`src/rtl/parity_scan_engine_if.sv`:
```
// Bus bundle for parity_scan_engine: write port, scan control and scan results.
interface parity_scan_engine_if #(
    parameter int DATA_W = 8,
    parameter int ADDR_W = 4
) ();
    logic              wr_en;
    logic [ADDR_W-1:0] wr_addr;
    logic [DATA_W-1:0] wr_data;
    logic              wr_parity;
    logic              start;
    logic              odd_mode;
    logic              busy;
    logic              done;
    logic              chk_valid;
    logic              chk_match;
    logic [ADDR_W-1:0] chk_addr;
    logic [ADDR_W:0]   err_count;
    logic              first_err_valid;
    logic [ADDR_W-1:0] first_err_addr;

    modport master (
        output wr_en, wr_addr, wr_data, wr_parity, start, odd_mode,
        input  busy, done, chk_valid, chk_match, chk_addr,
               err_count, first_err_valid, first_err_addr
    );

    modport slave (
        input  wr_en, wr_addr, wr_data, wr_parity, start, odd_mode,
        output busy, done, chk_valid, chk_match, chk_addr,
               err_count, first_err_valid, first_err_addr
    );
endinterface

```
`src/rtl/parity_scan_engine.sv`:
```
// Parity-protected memory scanner: sweeps every word, checks stored parity under
// a per-scan even/odd mode, and reports per-word matches, error count and first failure.
module parity_scan_engine #(
    parameter int DATA_W = 8,
    parameter int ADDR_W = 4
) (
    input  logic                   clk,
    input  logic                   reset,
    parity_scan_engine_if.slave    bus
);
    localparam int DEPTH = 2 ** ADDR_W;
    localparam logic [ADDR_W-1:0] ADDR_ONE = ADDR_W'(1);
    localparam logic [ADDR_W:0]   CNT_ONE  = (ADDR_W + 1)'(1);

    typedef enum logic [1:0] {IDLE, SCAN, DONE} state_t;

    state_t state, state_nx;

    logic [DATA_W:0]   mem [DEPTH];
    logic [ADDR_W-1:0] addr;
    logic              mode;
    logic              chk_valid;
    logic              chk_match;
    logic [ADDR_W-1:0] chk_addr;
    logic [ADDR_W:0]   err_count;
    logic              first_err_valid;
    logic [ADDR_W-1:0] first_err_addr;

    logic [DATA_W:0]   rd_word;
    logic              rd_match;

    // Storage has no reset so contents survive a reset pulse.
    always_ff @(posedge clk) begin
        if (bus.wr_en && state == IDLE)
            mem[bus.wr_addr] <= {bus.wr_data, bus.wr_parity};
    end

    always_comb begin
        rd_word  = mem[addr];
        rd_match = (rd_word[0] == ((^rd_word[DATA_W:1]) ^ mode));
    end

    always_ff @(posedge clk or negedge reset) begin
        if (!reset)
            state <= IDLE;
        else
            state <= state_nx;
    end

    always_comb begin
        state_nx = state;
        case (state)
            IDLE:    if (bus.start) state_nx = SCAN;
            SCAN:    if (addr == '1) state_nx = DONE;
            DONE:    state_nx = IDLE;
            default: state_nx = IDLE;
        endcase
    end

    always_ff @(posedge clk or negedge reset) begin
        if (!reset) begin
            addr            <= '0;
            mode            <= 1'b0;
            chk_valid       <= 1'b0;
            chk_match       <= 1'b0;
            chk_addr        <= '0;
            err_count       <= '0;
            first_err_valid <= 1'b0;
            first_err_addr  <= '0;
        end else begin
            // Result window spans the SCAN cycles, so the last word lands alongside done.
            chk_valid <= (state == SCAN);
            case (state)
                IDLE: begin
                    if (bus.start) begin
                        addr            <= '0;
                        mode            <= bus.odd_mode;
                        err_count       <= '0;
                        first_err_valid <= 1'b0;
                        first_err_addr  <= '0;
                    end
                end
                SCAN: begin
                    chk_addr  <= addr;
                    chk_match <= rd_match;
                    if (!rd_match) begin
                        err_count <= err_count + CNT_ONE;
                        if (!first_err_valid) begin
                            first_err_valid <= 1'b1;
                            first_err_addr  <= addr;
                        end
                    end
                    addr <= addr + ADDR_ONE;
                end
                default: ;
            endcase
        end
    end

    assign bus.busy            = (state == SCAN);
    assign bus.done            = (state == DONE);
    assign bus.chk_valid       = chk_valid;
    assign bus.chk_match       = chk_match;
    assign bus.chk_addr        = chk_addr;
    assign bus.err_count       = err_count;
    assign bus.first_err_valid = first_err_valid;
    assign bus.first_err_addr  = first_err_addr;
endmodule

```
`src/flat_wrapper.sv`:
```
// flat-port wrapper written by rule: the top's interface ports become plain ports
module parity_scan_engine_flat 
#(
    parameter int DATA_W = 8,
    parameter int ADDR_W = 4
)
  (clk, reset, bus_wr_en, bus_wr_addr, bus_wr_data, bus_wr_parity, bus_start, bus_odd_mode, bus_busy, bus_done, bus_chk_valid, bus_chk_match, bus_chk_addr, bus_err_count, bus_first_err_valid, bus_first_err_addr);
  parity_scan_engine_if #(.DATA_W(DATA_W), .ADDR_W(ADDR_W)) bus_i ();
  input  logic clk;
  input  logic reset;
  input wire logic [$bits(bus_i.wr_en)-1:0] bus_wr_en;
  input wire logic [$bits(bus_i.wr_addr)-1:0] bus_wr_addr;
  input wire logic [$bits(bus_i.wr_data)-1:0] bus_wr_data;
  input wire logic [$bits(bus_i.wr_parity)-1:0] bus_wr_parity;
  input wire logic [$bits(bus_i.start)-1:0] bus_start;
  input wire logic [$bits(bus_i.odd_mode)-1:0] bus_odd_mode;
  output wire logic [$bits(bus_i.busy)-1:0] bus_busy;
  output wire logic [$bits(bus_i.done)-1:0] bus_done;
  output wire logic [$bits(bus_i.chk_valid)-1:0] bus_chk_valid;
  output wire logic [$bits(bus_i.chk_match)-1:0] bus_chk_match;
  output wire logic [$bits(bus_i.chk_addr)-1:0] bus_chk_addr;
  output wire logic [$bits(bus_i.err_count)-1:0] bus_err_count;
  output wire logic [$bits(bus_i.first_err_valid)-1:0] bus_first_err_valid;
  output wire logic [$bits(bus_i.first_err_addr)-1:0] bus_first_err_addr;
  assign bus_i.wr_en = bus_wr_en;
  assign bus_i.wr_addr = bus_wr_addr;
  assign bus_i.wr_data = bus_wr_data;
  assign bus_i.wr_parity = bus_wr_parity;
  assign bus_i.start = bus_start;
  assign bus_i.odd_mode = bus_odd_mode;
  assign bus_busy = bus_i.busy;
  assign bus_done = bus_i.done;
  assign bus_chk_valid = bus_i.chk_valid;
  assign bus_chk_match = bus_i.chk_match;
  assign bus_chk_addr = bus_i.chk_addr;
  assign bus_err_count = bus_i.err_count;
  assign bus_first_err_valid = bus_i.first_err_valid;
  assign bus_first_err_addr = bus_i.first_err_addr;
  parity_scan_engine #(.DATA_W(DATA_W), .ADDR_W(ADDR_W)) u_core (.clk(clk), .reset(reset), .bus(bus_i));
endmodule
```
`config.mk`:
```
export PLATFORM = sky130hd
export DESIGN_NAME = parity_scan_engine_flat
export DESIGN_NICKNAME = d
export VERILOG_FILES = /design/src/rtl/parity_scan_engine_if.sv /design/src/rtl/parity_scan_engine.sv /design/src/flat_wrapper.sv
export SDC_FILE = /design/constraint.sdc
export NUM_CORES = 1
export LEC_CHECK = 0
export ABC_AREA = 0
export CORE_ASPECT_RATIO = 1.75
export CORE_MARGIN = 8
export CORE_UTILIZATION = 45
export DETAILED_ROUTE_END_ITERATION = 12
export GPL_TIMING_DRIVEN = 0
export PLACE_DENSITY = 0.61
export SLEW_MARGIN = 20
export SYNTH_ARGS = -nofsm -noshare
export SYNTH_HDL_FRONTEND = slang
export SYNTH_SLANG_ARGS = --single-unit
```
`constraint.sdc`:
```
create_clock -name clk -period 3.5 [get_ports clk]
set_clock_uncertainty 0.05 [all_clocks]
set_input_delay 0.35 -clock clk [delete_from_list [all_inputs] [get_ports clk]]
set_output_delay 0.35 -clock clk [all_outputs]
set_load 0.02 [all_outputs]
```
==> results.yml <==
routing:
  wl_microns: 14000
  viasPerCell: 5.59
  first_iter_violations: 196
  via_count: 3354
  dr.pass1.iters: 4
  drc: 0
  wl_per_cell_microns: 23.3
  antenna_left: 0
power_and_ir_drop:
  power_frac_comb_pct: 42.9
  p_int_mw: 5.03
  p_leak_nw: 2.76
  switching_share_pct: 33.5
  pwr-share-seq_pct: 32.0
  fin_total_pwr_mw: 7.56
  netSwitchingPower_mw: 2.53
  clockPowerShare_pct: 25.0
  vdd_ir_drop_max_mv: 0.952
  power_density_nw_per_um2: 938
timing:
  hold_viol_final: 0
  setup_ws_ps: 139
  tightestPinTransition_ps: 1130
  fin_crit_sh_pct: 96.0
  relSlewSlack_pct: 24.2
  clock.fmax_ghz: 0.298
  setup_viol: 0
  rsz0062_at_grt: "no"
  slew_viol_final: 0
  holdWs_ps: 393
  period_needed_ps: 3360
  setup_tns_ps: 0
synthesis:
  ys_seq_area_share_pct: 73.3
  synth_area_leaders: "edfxtp_1, dfrtp_1, mux4_2"
  synth_top_area_cell: "edfxtp_1"
  synthCells: 338
  synth_edf_count: 144
  synth_top_area_share_pct: 64.6
  synth_cell_type_count: 40
  ys.warnings.count: 0
  synth_area_per_cell_sq_um: 19.8
  synth_area_sq_um: 6690
  syn-num-nets: 358
  async_flop_share_pct: 13.8
  ys_ff_latch: 167
  synth_flop_cell: "edfxtp_1"
critical_path:
  crit_path_end_kind: "flip-flop"
  arrival_ps: 3660
  ff2ff_setup_slack_ps: 140
  critPathMaxFanout: 10
  critPathKind: "flip-flop to flip-flop"
  r2r_start: "u_core.addr[0]"
  rr_endpoint: "u_core.bus.err_count[4]"
  cp_data_required_time_ps: 3800
  start_kind: "flip-flop"
  crit_top_cell: "buf_12"
  slowest_stage: "mux4_1"
  crit_chain: "buf_6 > buf_12 > buf_12 > mux4_1 > mux4_2 > xor2_1 > xnor2_2 > xnor2_4 > nand4_1 > or3_1 > nand3_1"
  r2r.worst_path.cells: 11
  cpPeakStageDelay_ps: 610
hold_path:
  hp-class: "primary input to async pin"
layout:
  seq_area_sq_um: 4900
  area_growth_pct: 20.5
  drive_gt1_share_pct: 23.5
  multi_input_area_sq_um: 1740
  insertedDiodeCount: 0
  fin_nets: 424
  final_util_pct: 54.9
  fillers: 1124
clock_tree:
  clock-sinks: 167
  htreeDepth: 4
  clk_path_buf_depth: 2
  numCtsBuffers: 17
  cts.root.buffer_cell: "clkbuf_16"
  path_clk_slew_ps: 70
  insertion_delay_ps: 420
  cts_tree: "yes"
floorplanning:
  start_util_pct: 45.5
  die_w_microns: 108
  die_h_microns: 177
  fp.coreArea_sq_um: 14700
  pin_count: 36
  dieArea_sq_um: 19200
  rows: 59
place:
  io_buffers: 35
  hpwl_microns: 9550
  pre_cts_slack_ps: -299
  gp_congestion: 0.826
global_route:
  grt_pass1_wl_microns: 21100
  grt_overflow: 0
  grt_antenna_before_repair: 0
  grt_pass1_vias: 3604
  grtUsageTotal_pct: 15.4
  grt_max_degree: 24
run_status:
  status: "finished clean"
job:
  drv_cap: 0
[synthesized netlist by cell type (4+ instances only)]
master and instances:
a22oi_1 5, dfrtp_1 23, nor2_1 16, nand2b_1 6, clkbuf_1 7, xor2_1 7, mux4_1 17, mux4_2 22
edfxtp_1 144, nand2_1 26, nor3_1 4, a22o_1 6, o21ai_0 9, nand3_1 4
[worst max-delay path: cells and delay by family, from the launching register on]
kind,cells,cell delay (ps)
AND/OR/NAND/NOR,3,620
multiplexers,2,1110
flip-flops,1,410
buffers and inverters,3,430
XOR/XNOR,3,660
[state kept, by name, indices dropped and copies added (netlist names)]
register and count:
u_core.mem 144, u_core.bus.first_err_valid 1, u_core.bus.chk_match 1, u_core.bus.chk_addr 4
u_core.state 2, u_core.bus.err_count 5, u_core.addr 4, u_core.bus.first_err_addr 4
u_core.mode 1, u_core.bus.chk_valid 1
[power groups by stage]
stage / combinational (mW) / sequential [mW] / clock (mW)
floorplan: 2.02 / 2.51 / 0
global placement: 2.77 / 2.44 / 0
detailed placement: 2.82 / 2.44 / 0
CTS: 3.01 / 2.40 / 1.91
global route: 3.53 / 2.44 / 2.00
finish: 3.25 / 2.42 / 1.89
[final cells by class]
class                           instances  area share (%)
Sequential cell                       167            60.8
Multi-Input combinational cell        154            21.6
Timing Repair Buffer                   48            5.68
Clock buffer                           17            5.28
Tap cell                              183            2.84
Clock inverter                         15            2.22
Buffer                                 14            1.55
Inverter                                2          0.0931
[kinds of logic after synthesis]
kind of cell / share of synthesized area, %
and+or+nand+nor: 4.64
buffers and inverters: 1.80
muxes: 14.7
adders and majority gates: 0.374
AOI/OAI and AO/OA: 3.24
DFF: 73.3
xor gates and xnor gates: 2.00
[layout by cell type (no fill, tap or decap), types with 3 or more instances in the layout]
cell             synthesis  layout
a22o_1                   6       6
a22oi_1                  5       3
a22oi_2                  1       3
buf_12                   2       4
buf_4                    0      12
clkbuf_1                 7       3
clkbuf_16                0      17
clkbuf_2                 0       3
clkdlybuf4s50_1          0      34
dfrtp_1                 23      23
edfxtp_1               144     144
inv_6                    0       9
mux2i_1                  3       3
mux4_1                  17      17
mux4_2                  22      22
nand2_1                 26      26
nand2b_1                 6       6
nand3_1                  4       4
nor2_1                  16       8
nor2_2                   0       8
nor2b_1                  3       3
nor3_2                   0       4
o21ai_0                  9       9
xor2_1                   7       7
[repair_timing]
action | CTS | global route
endpoints found under the setup margin | 9 | 6
endpoints found under the hold margin | 0 | 23
resized for setup | 6 | 7
hold buffers | 0 | 1
pin swaps | 0 | 5
buffers inserted | 0 | 8
[routing by layer]
layer	vias to the layer above	track usage, %	part of all wire [%]
li1	1506	-	-
met1	1706	16.2	37
met2	115	27.6	55
met3	27	3.43	5.3
met4	0	8.03	3.1
met5	-	0	0
[stage by stage]
stage / area, sq um / std cells
4_1_cts: 7960 / 592
3_5_place_dp: 7340 / 560
6_report: 8060 / 600
2_1_floorplan: 6690 / 338
3_3_place_gp: 7270 / 556
5_1_grt: 8060 / 600
[worst max-delay path by stage]
stage | cells past startpoint | endpoint | start
CTS | 11 | u_core.bus.first_err_addr[0] | u_core.addr[0]
global placement | 11 | u_core.bus.first_err_addr[2] | u_core.addr[2]
global route | 11 | u_core.bus.err_count[4] | u_core.addr[2]
finish | 11 | u_core.bus.err_count[4] | u_core.addr[0]
detailed placement | 11 | u_core.bus.first_err_addr[0] | u_core.addr[2]
floorplan | 10 | u_core.bus.first_err_addr[1] | u_core.addr[0]
(Power assumes the default switching activity.)
